**src/rtl/muldiv_seq_if.sv**
```systemverilog
// Request/response and multiplier-side signals of the M-extension sequencer.
// The sequencer itself uses the slave view; the execute stage and multiplier use the master view.
interface muldiv_seq_if;
  logic        i_valid;
  logic        o_ready;
  logic [3:0]  i_ctrl;
  logic [31:0] i_dataa;
  logic [31:0] i_datab;
  logic        i_flush;
  logic        o_valid;
  logic        i_ready;
  logic [31:0] o_result;
  logic [1:0]  o_mul_s;
  logic [31:0] o_mul_a;
  logic [31:0] o_mul_b;
  logic [63:0] i_mul_out;

  modport slave (
    input  i_valid, i_ctrl, i_dataa, i_datab, i_flush, i_ready, i_mul_out,
    output o_ready, o_valid, o_result, o_mul_s, o_mul_a, o_mul_b
  );

  modport master (
    output i_valid, i_ctrl, i_dataa, i_datab, i_flush, i_ready, i_mul_out,
    input  o_ready, o_valid, o_result, o_mul_s, o_mul_a, o_mul_b
  );
endinterface

```
**src/rtl/muldiv_seq.sv**
```systemverilog
// M-extension sequencer: drives an external multiplier and runs a 1-bit-per-cycle
// restoring divider, holding one 32-bit result until the consumer takes it.
module muldiv_seq #(
  parameter int MUL_CYCLE = 1
) (
  input logic         clk,
  input logic         rst,
  muldiv_seq_if.slave bus
);

  if (MUL_CYCLE != 1 && MUL_CYCLE != 2) begin : g_bad_mul_cycle
    $error("muldiv_seq: MUL_CYCLE must be 1 or 2");
  end

  localparam logic [5:0] MUL_LAST = 6'(2 * MUL_CYCLE - 2);
  localparam logic [5:0] DIV_LAST = 6'd31;

  typedef enum logic [2:0] {S_IDLE, S_MUL, S_DIV, S_FIX, S_DONE} state_t;
  typedef enum logic [3:0] {
    OP_MUL  = 4'b0000, OP_MULH = 4'b0001, OP_MULHSU = 4'b0010, OP_MULHU = 4'b0011,
    OP_DIV  = 4'b0100, OP_DIVU = 4'b0101, OP_REM    = 4'b0110, OP_REMU  = 4'b1011
  } op_t;

  state_t      state, state_nxt;
  logic [3:0]  ctrl;
  logic [5:0]  cnt;
  logic [31:0] rem, quo, dvsr;
  logic        neg_q, neg_r;

  // Request decode, evaluated on the incoming operands during the accept cycle
  logic        accept, req_mul, req_div, req_signed, req_rem, req_slow_div;
  logic [31:0] fast_result;

  always_comb begin
    accept       = (state == S_IDLE) && bus.i_valid && !bus.i_flush;
    req_mul      = (bus.i_ctrl[3:2] == 2'b00);
    req_div      = bus.i_ctrl inside {OP_DIV, OP_DIVU, OP_REM, OP_REMU};
    req_signed   = (bus.i_ctrl == OP_DIV) || (bus.i_ctrl == OP_REM);
    req_rem      = (bus.i_ctrl == OP_REM) || (bus.i_ctrl == OP_REMU);
    fast_result  = '0;
    req_slow_div = 1'b0;
    if (req_div && bus.i_datab == '0)
      fast_result = req_rem ? bus.i_dataa : 32'hFFFF_FFFF;
    else if (req_signed && bus.i_dataa == 32'h8000_0000 && bus.i_datab == 32'hFFFF_FFFF)
      fast_result = req_rem ? 32'h0 : 32'h8000_0000;
    else
      req_slow_div = req_div;
  end

  // One restoring step: shift the next dividend bit into the 33-bit partial remainder
  logic [32:0] rem_shift, rem_diff;
  assign rem_shift = {rem, quo[31]};
  assign rem_diff  = rem_shift - {1'b0, dvsr};

  logic        ctrl_rem;
  logic [31:0] q_fix, r_fix;
  assign ctrl_rem = (ctrl == OP_REM) || (ctrl == OP_REMU);
  assign q_fix    = neg_q ? -quo : quo;
  assign r_fix    = neg_r ? -rem : rem;

  // NOTE: sequential state is written with non-blocking assignments only, so every
  // register samples pre-edge values regardless of process evaluation order.
  always_ff @(posedge clk) begin
    if (rst) state <= S_IDLE;
    else     state <= state_nxt;
  end

  // NOTE: every output of this block gets a default before the case, so no path
  // leaves it unassigned and no latch is inferred.
  always_comb begin
    state_nxt = state;
    if (bus.i_flush) begin
      state_nxt = S_IDLE;
    end else begin
      case (state)
        S_IDLE: if (bus.i_valid) state_nxt = req_mul ? S_MUL : (req_slow_div ? S_DIV : S_DONE);
        S_MUL:  if (cnt == MUL_LAST) state_nxt = S_DONE;
        S_DIV:  if (cnt == DIV_LAST) state_nxt = S_FIX;
        S_FIX:  state_nxt = S_DONE;
        S_DONE: if (bus.i_ready) state_nxt = S_IDLE;
        default: ;
      endcase
    end
  end

  always_ff @(posedge clk) begin
    if (rst) begin
      ctrl         <= '0;
      cnt          <= '0;
      rem          <= '0;
      quo          <= '0;
      dvsr         <= '0;
      neg_q        <= 1'b0;
      neg_r        <= 1'b0;
      bus.o_result <= '0;
      bus.o_mul_s  <= '0;
      bus.o_mul_a  <= '0;
      bus.o_mul_b  <= '0;
    end else begin
      case (state)
        S_IDLE: if (accept) begin
          ctrl        <= bus.i_ctrl;
          bus.o_mul_s <= bus.i_ctrl[1:0];
          bus.o_mul_a <= bus.i_dataa;
          bus.o_mul_b <= bus.i_datab;
          cnt         <= '0;
          rem         <= '0;
          // Signed divides iterate on magnitudes; signs are restored in FIX
          quo         <= (req_signed && bus.i_dataa[31]) ? -bus.i_dataa : bus.i_dataa;
          dvsr        <= (req_signed && bus.i_datab[31]) ? -bus.i_datab : bus.i_datab;
          neg_q       <= req_signed && (bus.i_dataa[31] ^ bus.i_datab[31]);
          neg_r       <= req_signed && bus.i_dataa[31];
          if (!req_mul && !req_slow_div) bus.o_result <= fast_result;
        end
        S_MUL: begin
          cnt <= cnt + 6'd1;
          if (cnt == MUL_LAST)
            bus.o_result <= (ctrl == OP_MUL) ? bus.i_mul_out[31:0] : bus.i_mul_out[63:32];
        end
        S_DIV: begin
          cnt <= cnt + 6'd1;
          if (!rem_diff[32]) begin
            rem <= rem_diff[31:0];
            quo <= {quo[30:0], 1'b1};
          end else begin
            rem <= rem_shift[31:0];
            quo <= {quo[30:0], 1'b0};
          end
        end
        S_FIX:  bus.o_result <= ctrl_rem ? r_fix : q_fix;
        S_DONE: ;
        default: ;
      endcase
    end
  end

  assign bus.o_ready = (state == S_IDLE);
  assign bus.o_valid = (state == S_DONE);

endmodule

```
**src/flat_wrapper.sv**
```systemverilog
// flat-port wrapper written by rule: the top's interface ports become plain ports
module muldiv_seq_flat 
#(
  parameter int MUL_CYCLE = 1
)
  (clk, rst, bus_i_valid, bus_i_ctrl, bus_i_dataa, bus_i_datab, bus_i_flush, bus_i_ready, bus_i_mul_out, bus_o_ready, bus_o_valid, bus_o_result, bus_o_mul_s, bus_o_mul_a, bus_o_mul_b);
  muldiv_seq_if bus_i ();
  input logic clk;
  input logic rst;
  input wire logic [$bits(bus_i.i_valid)-1:0] bus_i_valid;
  input wire logic [$bits(bus_i.i_ctrl)-1:0] bus_i_ctrl;
  input wire logic [$bits(bus_i.i_dataa)-1:0] bus_i_dataa;
  input wire logic [$bits(bus_i.i_datab)-1:0] bus_i_datab;
  input wire logic [$bits(bus_i.i_flush)-1:0] bus_i_flush;
  input wire logic [$bits(bus_i.i_ready)-1:0] bus_i_ready;
  input wire logic [$bits(bus_i.i_mul_out)-1:0] bus_i_mul_out;
  output wire logic [$bits(bus_i.o_ready)-1:0] bus_o_ready;
  output wire logic [$bits(bus_i.o_valid)-1:0] bus_o_valid;
  output wire logic [$bits(bus_i.o_result)-1:0] bus_o_result;
  output wire logic [$bits(bus_i.o_mul_s)-1:0] bus_o_mul_s;
  output wire logic [$bits(bus_i.o_mul_a)-1:0] bus_o_mul_a;
  output wire logic [$bits(bus_i.o_mul_b)-1:0] bus_o_mul_b;
  assign bus_i.i_valid = bus_i_valid;
  assign bus_i.i_ctrl = bus_i_ctrl;
  assign bus_i.i_dataa = bus_i_dataa;
  assign bus_i.i_datab = bus_i_datab;
  assign bus_i.i_flush = bus_i_flush;
  assign bus_i.i_ready = bus_i_ready;
  assign bus_i.i_mul_out = bus_i_mul_out;
  assign bus_o_ready = bus_i.o_ready;
  assign bus_o_valid = bus_i.o_valid;
  assign bus_o_result = bus_i.o_result;
  assign bus_o_mul_s = bus_i.o_mul_s;
  assign bus_o_mul_a = bus_i.o_mul_a;
  assign bus_o_mul_b = bus_i.o_mul_b;
  muldiv_seq #(.MUL_CYCLE(MUL_CYCLE)) u_core (.clk(clk), .rst(rst), .bus(bus_i));
endmodule
```
**config.mk**
```make
export PLATFORM = sky130hd
export DESIGN_NAME = muldiv_seq_flat
export DESIGN_NICKNAME = d
export VERILOG_FILES = /design/src/rtl/muldiv_seq_if.sv /design/src/rtl/muldiv_seq.sv /design/src/flat_wrapper.sv
export SDC_FILE = /design/constraint.sdc
export NUM_CORES = 1
export LEC_CHECK = 0
export CAP_MARGIN = 5
export CORE_ASPECT_RATIO = 1.4
export CORE_MARGIN = 2
export CORE_UTILIZATION = 54
export DETAILED_ROUTE_END_ITERATION = 16
export HOLD_SLACK_MARGIN = 0.12
export PLACE_DENSITY = 0.84
export SYNTH_ARGS = -nofsm -noshare
export SYNTH_HDL_FRONTEND = slang
export SYNTH_SLANG_ARGS = --single-unit
```
**constraint.sdc**
```tcl
create_clock -name clk -period 4.3 [get_ports clk]
set_clock_uncertainty 0.05 [all_clocks]
set_input_delay 0.86 -clock clk [delete_from_list [all_inputs] [get_ports clk]]
set_output_delay 0.86 -clock clk [all_outputs]
set_load 0.01 [all_outputs]
```
==> impl_metrics.tcl <==
set metrics [dict create \
    outcome "finished, final reports clean" \
    ys_ff_latch 206 \
    synth_fp_nets 1989 \
    synth_area_leaders "dfxtp_1, nand2_1, a21oi_1" \
    relSlewSlack 0.294 \
    fmax_mhz 272 \
    avgRoutedWirePerCell_um 19.5 \
    async_flop_share 0 \
    required_ps 4640 \
    cts_tree "yes" \
    crit_path_end_kind "register" \
    synth_edf_count 0 \
    postRouteAntennaNets 0 \
    synth_ff_type "dfxtp_1" \
    clockPowerShare 0.368 \
    synth_top_area_frac 0.306 \
    layout-area-overhead-vs-synth_pct 26.0 \
    fp-row-count 68 \
    cts_setup_buffers 0 \
    via_per_inst 6.25 \
    crit_type "in2reg" \
    cts_root_buf "clkbuf_16" \
    drt_iter0_markers 1427 \
    comb_power_share 0.226 \
    drv_slew 0 \
    start_util 0.548 \
    p_switching_uw 1500 \
    p_seq_frac 0.407 \
    clkTransAtPathRegs_ps 60 \
    fin_total_pwr_uw 5150 \
    synth_cells 1812 \
    synth_cell_types 72 \
    syn-cell-area_mm2 0.0135 \
    fin_util 0.691 \
    timing.final.crit_period_ps 3680 \
    clk_path_buf_depth 3 \
    wl_mm 45.7 \
    dp.cells 2309 \
    port_buffers 236 \
    critPathLaunchType "input port" \
    dp_hpwl_mm 33.9 \
    die_y_um 191 \
    drive_above_1_share 0.0681 \
    p_leak_uw 0.00634 \
    fin_setup_tns_ps 0 \
    yosys_warnings 0 \
    worst_pin_slew_ps 1060 \
    final_nets 2194 \
    internal_power_uw 3640 \
    layout.cells.non_filler 2342 \
    place.gp.congestion 0.964 \
    finalCritPeriodShare 0.856 \
    final_common_cell "nand2_1" \
    core_area_mm2 0.0246 \
    layout_common_cells "nand2_1, clkdlybuf4s50_1, dfxtp_1" \
    final-hold-violation-count 0 \
    cap_violations 0 \
    die_area_mm2 0.0263 \
    cts_max_level 1 \
    ys_seq_area_frac 0.306 \
    grt-ovfl-total 0 \
    vias 14647 \
    clock_latency_ps 510 \
    grt_start_max_net_pins 154 \
    die_w_um 138 \
    drc 0 \
    crit_arrival_ps 4030 \
    cts_hold_buf 0 \
    synth_top_area_cell "dfxtp_1" \
    first_pass_iters 5 \
    r2r_slack_ps 680 \
    cts_resized 0 \
    hold_path.class "reg2reg" \
    cp_max_fo 63 \
    vdd_drop_max_v 0.000303 \
    grt_pass1_vias 13907 \
    grt_first_pass_wirelength_mm 72.1 \
    cts_made_buffers 21 \
    setup_viol 0 \
    avgSynthCellArea_um2 7.44 \
    power.density_mw_per_mm2 303 \
    io_pins 237 \
    rsz0062_at_grt "false" \
    antenna_found_initial 0 \
    diodes 0 \
    swShare 0.292 \
    clkSinkCount 206 \
    grt_usage 0.342 \
]
-- cells by family after synthesis --
| group | Yosys count | share of synthesized area |
|---|---|---|
| xor gates and xnor gates | 135 | 0.0877 |
| buffers and inverters | 173 | 0.0510 |
| AOI/OAI and AO/OA | 546 | 0.263 |
| DFF | 206 | 0.306 |
| and+or+nand+nor | 669 | 0.222 |
| muxes | 43 | 0.0320 |
| adders and majority gates | 40 | 0.0377 |
-- Yosys cell counts, drive strengths merged (6+ instances only) --
library cell,instances
nand2,305
dfxtp,206
nor2,174
a21oi,171
o21ai,121
clkbuf,106
xor2,77
xnor2,58
a211oi,56
inv,55
mux2i,42
ha,39
o31ai,33
nand3,32
nor3,27
or3,23
a22oi,22
nand4,19
o211ai,18
o22ai,18
or4,18
a21o,15
and2,15
o41ai,14
a311oi,13
a221oi,12
buf,12
nand2b,12
nor4,11
a32oi,10
a31oi,9
and3,7
o21a,7
nor3b,6
or2,6
-- state kept, by name (all words and copies together), names as in the netlist, 3 cells and up --
signal               flops
u_core.bus.o_mul_a      32
u_core.bus.o_mul_b      32
u_core.bus.o_result     32
u_core.quo              32
u_core.rem              32
u_core.dvsr             31
u_core.cnt               6
u_core.ctrl              4
u_core.state             3
-- worst max-delay path, stage by stage --
cell	delay, ps
clkdlybuf4s50_1	530
or4_4	550
nor3_2	220
nand4_1	230
o32ai_2	420
nand2b_1	160
a21oi_1	110
o31ai_4	280
buf_12	310
o2111ai_1	160
o211a_1	160
-- routing by layer --
layer  track usage  vias up  wire length [um]
li1              -     6876                 -
met1         0.439     6856             18200
met2         0.564      760             21400
met3        0.0528      155              3910
met4         0.146        0              2260
met5             0        -                 0
-- metrics by stage --
stage	cell area, um^2	worst slack [ps]	hold WS [ps]
floorplan	13500	901	382
detailed placement	16300	141	398
CTS	17000	643	406
finish	17000	618	402
global placement	16300	245	391
global route	17000	400	424
-- power by group through the flow --
stage | Combinational, uW | Clock [uW] | Sequential [uW]
4_1_cts | 1150 | 1900 | 2090
6_report | 1160 | 1890 | 2090
3_3_place_gp | 1110 | 0 | 2130
2_1_floorplan | 638 | 0 | 2130
5_1_grt | 1260 | 1970 | 2100
3_5_place_dp | 1140 | 0 | 2130
-- area by class of cell --
cell class | count | area, um^2
Tap cell | 315 | 394
Multi-Input combinational cell | 1433 | 8700
Sequential cell | 206 | 4120
Timing Repair Buffer | 300 | 2880
Clock buffer | 26 | 574
Inverter | 55 | 206
Clock inverter | 7 | 116
Fill cell | 1990 | 7600
-- path summary, 6_finish.rpt --
kind                                from                 endpoint  cells past startpoint
setup / recovery         bus_i_dataa[21]  u_core.bus.o_result[30]                     11
hold reg to reg   u_core.bus.o_mul_b[26]   u_core.bus.o_mul_b[26]                      2
hold / removal    u_core.bus.o_mul_b[26]   u_core.bus.o_mul_b[26]                      2
setup reg to reg          u_core.quo[31]           u_core.rem[18]                     13
Note: power is estimated with default switching activity, not from simulation.
